$ cat config.mk
export PLATFORM = sky130hd
export DESIGN_NAME = button_conditioner
export DESIGN_NICKNAME = d
export VERILOG_FILES = /design/src/rtl/button_conditioner.sv
export SDC_FILE = /design/constraint.sdc
export NUM_CORES = 1
export LEC_CHECK = 0
export BUFFER_PORTS_ARGS = -buffer_cell sky130_fd_sc_hd__buf_2
export CAP_MARGIN = 10
export CORE_MARGIN = 5
export CORE_UTILIZATION = 65
export CTS_CLUSTER_SIZE = 28
export DETAILED_ROUTE_END_ITERATION = 6
export HOLD_SLACK_MARGIN = 0.15
export PLACE_DENSITY = 0.82
export RECOVER_POWER = 25
export SLEW_MARGIN = 20
export SYNTH_ARGS = -nofsm -noshare
export SYNTH_HDL_FRONTEND = slang
export SYNTH_SLANG_ARGS = --single-unit
$ cat constraint.sdc
create_clock -name clk -period 6.45 [get_ports clk]
set_input_delay 0.3225 -clock clk [delete_from_list [all_inputs] [get_ports clk]]
set_output_delay 0.3225 -clock clk [all_outputs]
set_load 0.01 [all_outputs]
$ cat src/rtl/button_conditioner.sv
// Button conditioner: per-channel 2-flop sync, debounce FSM, press/release/long-press strobes.
// Latency: a stable input change reaches pressed/press_pulse/release_pulse after DB_COUNT+3 edges.
// Backpressure: none; strobes are single-cycle and must be consumed when they occur.
module button_conditioner #(
    parameter int N_BUT      = 2,
    parameter int DB_COUNT   = 1000000,
    parameter int LONG_COUNT = 50000000
) (
    input  logic             clk,
    input  logic             rst,
    input  logic [N_BUT-1:0] but_n,
    output logic [N_BUT-1:0] pressed,
    output logic [N_BUT-1:0] press_pulse,
    output logic [N_BUT-1:0] release_pulse,
    output logic [N_BUT-1:0] long_pulse
);

    localparam int DB_W   = (DB_COUNT > 1) ? $clog2(DB_COUNT) : 1;
    localparam int HOLD_W = $clog2(LONG_COUNT + 1);

    // Terminal values sized to their counters so the compares stay width-exact
    localparam logic [DB_W-1:0]   DB_MAX      = DB_W'(DB_COUNT - 1);
    localparam logic [HOLD_W-1:0] HOLD_MAX    = HOLD_W'(LONG_COUNT);
    localparam logic [HOLD_W-1:0] HOLD_MAX_M1 = HOLD_W'(LONG_COUNT - 1);

    typedef enum logic [1:0] {
        RELEASED     = 2'd0,
        PRESS_WAIT   = 2'd1,
        HELD         = 2'd2,
        RELEASE_WAIT = 2'd3
    } state_t;

    for (genvar g = 0; g < N_BUT; g++) begin : g_chan
        logic              r_s1;
        logic              r_s2;
        state_t            r_state;
        logic [DB_W-1:0]   r_db_cnt;
        logic [HOLD_W-1:0] r_hold_cnt;
        logic              r_pressed;
        logic              r_press_pulse;
        logic              r_release_pulse;
        logic              r_long_pulse;
        logic              w_db_done;
        logic              w_hold_sat;
        logic              w_hold_hit;

        assign w_db_done  = (r_db_cnt == DB_MAX);
        assign w_hold_sat = (r_hold_cnt == HOLD_MAX);
        assign w_hold_hit = (r_hold_cnt == HOLD_MAX_M1);

        // Two-flop synchronizer on the raw async line; idles high (released)
        always_ff @(posedge clk) begin
            if (rst) begin
                r_s1 <= 1'b1;
                r_s2 <= 1'b1;
            end else begin
                r_s1 <= but_n[g];
                r_s2 <= r_s1;
            end
        end

        // Debounce FSM with hold counter; outputs are registered on the qualifying edge
        always_ff @(posedge clk) begin
            if (rst) begin
                r_state         <= RELEASED;
                r_db_cnt        <= '0;
                r_hold_cnt      <= '0;
                r_pressed       <= 1'b0;
                r_press_pulse   <= 1'b0;
                r_release_pulse <= 1'b0;
                r_long_pulse    <= 1'b0;
            end else begin
                r_press_pulse   <= 1'b0;
                r_release_pulse <= 1'b0;
                r_long_pulse    <= 1'b0;
                case (r_state)
                    RELEASED: begin
                        if (!r_s2) begin
                            r_state  <= PRESS_WAIT;
                            r_db_cnt <= '0;
                        end
                    end
                    PRESS_WAIT: begin
                        if (r_s2) begin
                            r_state  <= RELEASED;
                            r_db_cnt <= '0;
                        end else if (w_db_done) begin
                            r_state       <= HELD;
                            r_db_cnt      <= '0;
                            r_hold_cnt    <= '0;
                            r_pressed     <= 1'b1;
                            r_press_pulse <= 1'b1;
                        end else begin
                            r_db_cnt <= r_db_cnt + 1'b1;
                        end
                    end
                    HELD: begin
                        // Saturating hold count; the strobe fires only on the step into saturation
                        if (!w_hold_sat) begin
                            r_hold_cnt   <= r_hold_cnt + 1'b1;
                            r_long_pulse <= w_hold_hit;
                        end
                        if (r_s2) begin
                            r_state  <= RELEASE_WAIT;
                            r_db_cnt <= '0;
                        end
                    end
                    RELEASE_WAIT: begin
                        if (r_s2 && w_db_done) begin
                            // Release wins: a long strobe due on this edge is dropped
                            r_state         <= RELEASED;
                            r_db_cnt        <= '0;
                            r_pressed       <= 1'b0;
                            r_release_pulse <= 1'b1;
                        end else begin
                            if (!w_hold_sat) begin
                                r_hold_cnt   <= r_hold_cnt + 1'b1;
                                r_long_pulse <= w_hold_hit;
                            end
                            if (!r_s2) begin
                                r_state  <= HELD;
                                r_db_cnt <= '0;
                            end else begin
                                r_db_cnt <= r_db_cnt + 1'b1;
                            end
                        end
                    end
                    default: begin
                        r_state  <= RELEASED;
                        r_db_cnt <= '0;
                    end
                endcase
            end
        end

        assign pressed[g]       = r_pressed;
        assign press_pulse[g]   = r_press_pulse;
        assign release_pulse[g] = r_release_pulse;
        assign long_pulse[g]    = r_long_pulse;
    end

endmodule

==> results of run 1 <==
worst paths after layout:
path,start,endpoint,depth (start not counted)
worst min register to register,g_chan[0].r_s1,g_chan[0].r_s2,1
worst max register to register,g_chan[0].r_db_cnt[0],g_chan[0].r_hold_cnt[19],7
worst min-delay path,g_chan[0].r_s1,g_chan[0].r_s2,1
worst max-delay path,g_chan[0].r_db_cnt[0],g_chan[0].r_hold_cnt[19],7
cells in the mapped netlist, types with 3 or more instances:
library cell  count  area, sq um
dfxtp_1         108         2162
nand2_1          79        296.5
nor2_1           55        206.5
a21oi_1          53        265.3
nand3_1          51        255.2
o21ai_0          42        210.2
nand4_1          29        181.4
a31oi_1          27        168.9
nor3_1           25        125.1
clkbuf_1         24        90.09
inv_1            17        63.81
and3_1           14        87.58
a311oi_1         12        105.1
or3_1            12        75.07
and4_1           10        87.58
buf_4             9        67.56
or2_2             9        56.30
nor4_1            8        50.05
and2_1            7        43.79
or4b_1            7        70.07
a21o_1            6        45.04
ha_1              6        75.07
nand2b_1          6        37.54
nand4b_1          6        52.55
o31ai_1           6        45.04
o32ai_1           6        52.55
or4_1             5        37.54
a211oi_1          4        30.03
a41oi_1           4        35.03
clkbuf_8          4        55.05
mux2i_1           4        40.04
nor2b_1           4        25.02
nor3b_1           4        30.03
o41ai_1           4        35.03
xor2_1            4        35.03
a22oi_1           3        22.52
and2_2            3        22.52
buf_1             3        11.26
o211a_1           3        30.03
o21a_1            3        22.52
kinds of logic after synthesis:
kind of cell,synth area share [%]
flip-flops,37.26
buffers and inverters,5.929
AO/OA/AOI/OAI,21.22
XOR/XNOR,0.9056
multiplexers,0.6900
adder cells (fa/ha/maj),1.294
AND/OR/NAND/NOR,32.71
per-stage QoR:
step           area (sq um)  setup slack [ps]  power [mW]  hold slack [ps]
3_3_place_gp           5751              3905      0.7114            398.1
3_5_place_dp           5751              3801      0.7121            398.0
5_1_grt                5967              3357       1.194            445.5
2_1_floorplan          5803              4245      0.7065            389.5
6_report               5967              3521       1.159            420.4
4_1_cts                5991              3777       1.168            423.8
power by group through the flow:
stage | registers, mW | logic [mW] | clock network [mW]
after floorplan | 0.685 | 0.0213 | 0
final | 0.670 | 0.0277 | 0.461
after global routing | 0.671 | 0.0304 | 0.493
after CTS | 0.670 | 0.0276 | 0.470
after detailed placement | 0.686 | 0.0265 | 0
after global placement | 0.686 | 0.0259 | 0
area by class of cell:
class / count / area, sq um / area share (%)
sequential: 108 / 2162 / 36.23
clock buffer: 10 / 137.6 / 2.307
multi-input combinational: 554 / 3291 / 55.15
inverter: 17 / 63.81 / 1.069
tap: 108 / 135.1 / 2.265
clock inverter: 5 / 82.58 / 1.384
timing repair buffer: 18 / 95.09 / 1.594
metal layers:
layer	track usage (%)	up-vias
met5	0	-
met4	6.198	0
met3	3.414	20
met2	41.67	187
met1	31.68	2568
li1	-	2678
state kept, by name (all words and copies together), names as in the netlist:
signal and flops:
g_chan.r_state 4, g_chan.r_s1 2, g_chan.r_long_pulse 2, g_chan.r_hold_cnt 52, g_chan.r_s2 2, g_chan.r_db_cnt 40
g_chan.r_press_pulse 2, g_chan.r_release_pulse 2, g_chan.r_pressed 2
critical path: cells and delay by family, from the launching register on:
kind	cells	cell delay, ps
AND/OR/NAND/NOR	4	1730
AO/OA/AOI/OAI	2	490
adder cells (fa/ha/maj)	1	220
flip-flops	1	400
repair_timing:
action / 4_1_cts / 5_1_grt
endpoints found under the hold margin: 2 / 0
hold buffers: 2 / 0
setup endpoints to repair: 0 / 0
==> key figures, run 1 <==
Worst setup path
  • Maximum fanout along the worst path: 25
  • Cell breakdown of the critical path: ha_1, nand4_1, nor4_1, a31o_4, nand2_4, or4b_1, a31oi_1
  • Worst stage delay on the critical path: 760 ps
  • CP required: 6740 ps
  • Arrival time worst endpoint: 3220 ps
  • Kind of critical path: flop to flop
  • Master of the slowest instance on the critical path: nor4_1
  • Worst setup slack for register-to-register paths: 3520 ps
  • CP Launch Type: flop
  • Sort of element at the end of the critical path: flop

Global route
  • Vias in the first global route: 4,959
  • Grt total ovfl: 0
  • Pin count of the biggest net entering global routing: 68
  • Wire length of the first global-routing pass: 22,820 microns
  • Initial antenna violation count: 0
  • Overall track demand over capacity in global routing: 24.18%

Pwr
  • Net load switching power: 0.2541 mW
  • Pwr Density: 194.3 nW/um^2
  • Fraction of power consumed by combinational cells: 2.4%
  • Leakage power total: 1.879 nW
  • Highest ir drop seen on vdd: 0.1036 mV
  • Clock power share: 39.8%
  • Switching part of the total: 21.92%
  • Share of total power in sequential cells: 57.8%
  • Pint: 0.9052 mW

Timing
  • Fin. max-slew vios: 0
  • TNS Setup: 0 ps
  • Finish-stage setup viols: 0
  • Number of hold violations in the final report: 0
  • Fraction of the cycle the final worst path needs: 45.41%
  • Transition at the pin with the smallest max-transition slack: 1024 ps
  • Layout Skew: 13.11 ps
  • Final min period: 2929 ps
  • RSZ-0062 raised after global routing: no
  • Max_slew headroom: 31.10%
  • FMAX: 341.4 MHz

Floorplanning
  • Floorplan die width: 104.5 microns
  • Area of the core: 8721 sq um
  • Effective utilization at floorplan: 66.54%
  • # rows: 34
  • Overall die area: 10,920 sq um
  • Die Span Y: 104.5 microns
  • IO Pins: 12

Yosys
  • Number of warnings printed during yosys synthesis: 0
  • Yosys cell types: 68
  • Post-Syn Instances: 723
  • Number of flops mapped to enable cells by yosys: 0
  • Register bit total from synthesis: 108
  • Average cell area after synthesis: 8.026 sq um
  • Post-synthesis async set-or-reset flop share: 0%
  • Nets in the synthesized netlist: 733
  • Post-Syn Area: 5803 sq um
  • Register area share after synthesis: 37.26%
  • Leading register cell type out of synthesis: dfxtp_1

Final layout
  • Final core utilization: 68.42%
  • Commonest non-fill, non-tap cells in the layout: 108 x dfxtp_1, 79 x nand2_1, 55 x nor2_1
  • Leading cell type in the layout, fill and taps excluded: dfxtp_1
  • Filler cell count: 738
  • Layout cell share with drive strength beyond 1: 6.601%
  • Total number of nets in the final design: 718
  • Diodes inserted: 0
  • Non-filler cells in the finished layout: 820
  • Post-synthesis to final-layout area growth: 2.824%

Clocking
  • Clock root buffer: clkbuf_8
  • TritonCTS clock tree: done
  • Insertion delay of the later-clocked pin in the worst-skew pair: 370 ps
  • H-tree lvl count: 3
  • Total number of clock tree sinks: 108
  • Number of cells upsized or downsized after cts: 0
  • Post-CTS clock slew at the launch and capture registers of the worst setup and hold paths: 110 ps
  • Maximum count of clock buffers along a single path: 2
  • Buffer count from post-CTS setup fixing: 0
  • Number of CTS-inserted buffers: 9

Route
  • Length of routed met2 wiring: 6607 microns
  • Routed metal-1 wirelength: 5827 microns
  • Remaining DRCs: 0
  • Routed wire length per instance: 16.41 microns
  • Met3 WL post-DR: 871 microns
  • Starting DRC count in detailed routing: 384
  • Remaining antenna violation count: 0
  • First-pass iteration count of the detailed router: 5
  • Via Count: 5,453
  • Routed wire length: 13,460 microns
  • Ratio of routed vias to standard cells: 6.650
  • Top layer used by detailed routing: met4

Placement
  • Port Buffers: 11
  • Gp weighted congestion: 0.9207
  • Number of instances in the placed design: 803
  • DP HPWL: 8984 microns

Run status
  • Status: complete, no violations

Job
  • Max-cap check violation count: 0

Min path
  • Min-Delay Path Class: flop to flop
(Power assumes the default switching activity.)
==> inputs of run 2 (changes only) <==
CORE_UTILIZATION = 57   (was 65)
PLACE_DENSITY = 0.76   (was 0.82)
clock period = 2.5 ns   (was 6.45 ns; I/O delays follow)
==> key figures, run 2 (synthesized netlist as in run 1, its figures left out) <==
Clocking
  • Clock root buffer: clkbuf_8
  • Number of CTS-inserted buffers: 9
  • Insertion delay of the later-clocked pin in the worst-skew pair: 380 ps
  • TritonCTS clock tree: done
  • Post-CTS clock slew at the launch and capture registers of the worst setup and hold paths: 90 ps
  • Total number of clock tree sinks: 108
  • Maximum count of clock buffers along a single path: 2
  • H-tree lvl count: 3

Final layout
  • Filler cell count: 859
  • Number of flip-flops in the largest register: 52
  • Diodes inserted: 0
  • Most flops, register: g_chan.r_hold_cnt
  • Post-synthesis to final-layout area growth: 6.317%
  • Leading cell type in the layout, fill and taps excluded: dfxtp_1
  • Layout cell share with drive strength beyond 1: 10.34%
  • Commonest non-fill, non-tap cells in the layout: 107 x dfxtp_1, 78 x nand2_1, 55 x nor2_1
  • Total number of nets in the final design: 742
  • Top Registers: g_chan.r_hold_cnt x52, g_chan.r_db_cnt x40, g_chan.r_state x4

Worst setup path
  • Kind of critical path: flop to flop
  • Worst stage delay on the critical path: 560 ps
  • Count of cells along the worst register-to-register path: 6
  • Master of the slowest instance on the critical path: or4_1
  • Worst reg2reg path endpoint: g_chan[0].r_hold_cnt[11]
  • CP Launch Type: flop
  • Startpoint of the most critical register-to-register path: g_chan[0].r_hold_cnt[8]
  • Sort of element at the end of the critical path: flop
  • Worst setup slack for register-to-register paths: 80 ps
  • Arrival time worst endpoint: 2700 ps
  • CP required: 2780 ps
  • Cell breakdown of the critical path: or4_1, or3_1, o32a_4, nand3_1, nor3_1, a31o_2
  • Maximum fanout along the worst path: 9

Floorplanning
  • Floorplan die width: 110.9 microns
  • IO Pins: 12
  • Effective utilization at floorplan: 58.83%
  • Die Span Y: 110.9 microns
  • Area of the core: 9864 sq um
  • Overall die area: 12,300 sq um
  • # rows: 36

Global route
  • Vias in the first global route: 5,077
  • Overall track demand over capacity in global routing: 22.45%
  • Pin count of the biggest net entering global routing: 51
  • Initial antenna violation count: 0
  • Grt total ovfl: 0
  • Wire length of the first global-routing pass: 23,670 microns

Pwr
  • Pwr Density: 455.9 nW/um^2
  • Design Power: 2.813 mW
  • Highest ir drop seen on vdd: 0.4522 mV
  • Leakage power total: 1.981 nW

Run status
  • Status: complete, no violations

Timing
  • Final min period: 2423 ps
  • Fin. max-slew vios: 0
  • Finish-stage setup viols: 0
  • Max_slew headroom: 60.11%
  • Number of hold violations in the final report: 0
  • Worst-case setup margin in the final layout: 76.56 ps
  • Layout Skew: 9.747 ps
  • RSZ-0062 raised after global routing: yes
  • Transition at the pin with the smallest max-transition slack: 596.9 ps
  • FMAX: 412.6 MHz
  • TNS Setup: 0 ps
  • Fraction of the cycle the final worst path needs: 96.94%

Route
  • Via Count: 5,570
  • Routed wire length: 13,860 microns
  • Remaining antenna violation count: 0
  • Routed wire length per instance: 15.97 microns
  • Starting DRC count in detailed routing: 378
  • Ratio of routed vias to standard cells: 6.417
  • First-pass iteration count of the detailed router: 5
  • Remaining DRCs: 0

Min path
  • Start point of the worst min-delay path: g_chan[1].r_s1
  • Destination of the worst hold path: g_chan[1].r_s2
  • Min-Delay Path Class: flop to flop
  • Cell depth of the worst hold path: 1

Placement
  • Setup slack after placement: 121.8 ps
  • Gp weighted congestion: 0.8823
  • DP HPWL: 9540 microns
  • Port Buffers: 11

Job
  • Max-cap check violation count: 0
-- run 2: changes by cell type in the layout (fill, tap and decap cells not counted), moves of 2 or more --
cell / before / now
clkbuf_8: 10 / 12
bufinv_16: 2 / 0
inv_6: 2 / 0
buf_4: 3 / 28
-- run 2: cell type report --
type,instances,area [sq um],area share [%]
tap,133,166.4,2.697
clock buffer,12,165.2,2.677
inverter,17,63.81,1.034
sequential,108,2163,35.06
clock inverter,2,10.01,0.1622
multi-input combinational,554,3317,53.76
timing repair buffer,42,284.0,4.604
-- run 2: where the power goes --
group          internal (mW)  switching [mW]
Combinational         0.0235          0.0541
Sequential              1.72         0.00460
Clock                  0.431           0.575
Total                   2.18           0.634
-- run 2: critical path: cells and delay by family (launching register included) --
family / cells / cell delay [ps]
flops: 1 / 380
compound gates: 2 / 600
simple gates: 4 / 1340
-- run 2: worst max-delay path by stage --
stage                                  startpoint                       end  slack (ps)  cells past startpoint
final                     g_chan[0].r_hold_cnt[8]  g_chan[0].r_hold_cnt[11]          80                      6
after floorplan             g_chan[0].r_db_cnt[0]  g_chan[0].r_hold_cnt[17]         290                      7
after CTS                   g_chan[0].r_db_cnt[0]  g_chan[0].r_hold_cnt[21]         100                      7
after global placement    g_chan[0].r_hold_cnt[8]  g_chan[0].r_hold_cnt[11]         160                      6
after detailed placement    g_chan[0].r_db_cnt[0]  g_chan[0].r_hold_cnt[21]         120                      7
after global routing        g_chan[0].r_db_cnt[1]   g_chan[0].r_hold_cnt[6]         -20                      8
-- run 2: per-layer routing --
layer  track usage [%]  routed length [microns]  vias up
met4             5.829                      187        0
met2             36.85                     6680      172
li1                  -                        -     2732
met5                 0                        0        -
met1             29.82                     6207     2638
met3             5.131                      785       28
-- run 2: timing repair --
| action | 4_1_cts | 5_1_grt |
|---|---|---|
| gates resized for setup | 0 | 6 |
| buffers inserted | 0 | 0 |
| hold buffers | 3 | 0 |
| hold endpoints to repair | 4 | 0 |
| setup endpoints to repair | 0 | 9 |
-- run 2: per-stage QoR --
stage                     instances  instance area [sq um]  hold slack [ps]  utilization, %
after floorplan                 723                   5803            228.8               -
after detailed placement        851                   5954            309.5           60.36
after global routing            868                   6170            441.1           62.54
after global placement          851                   5954            309.6           60.36
after CTS                       868                   6160            425.9           62.44
final                           868                   6170            436.5           62.54
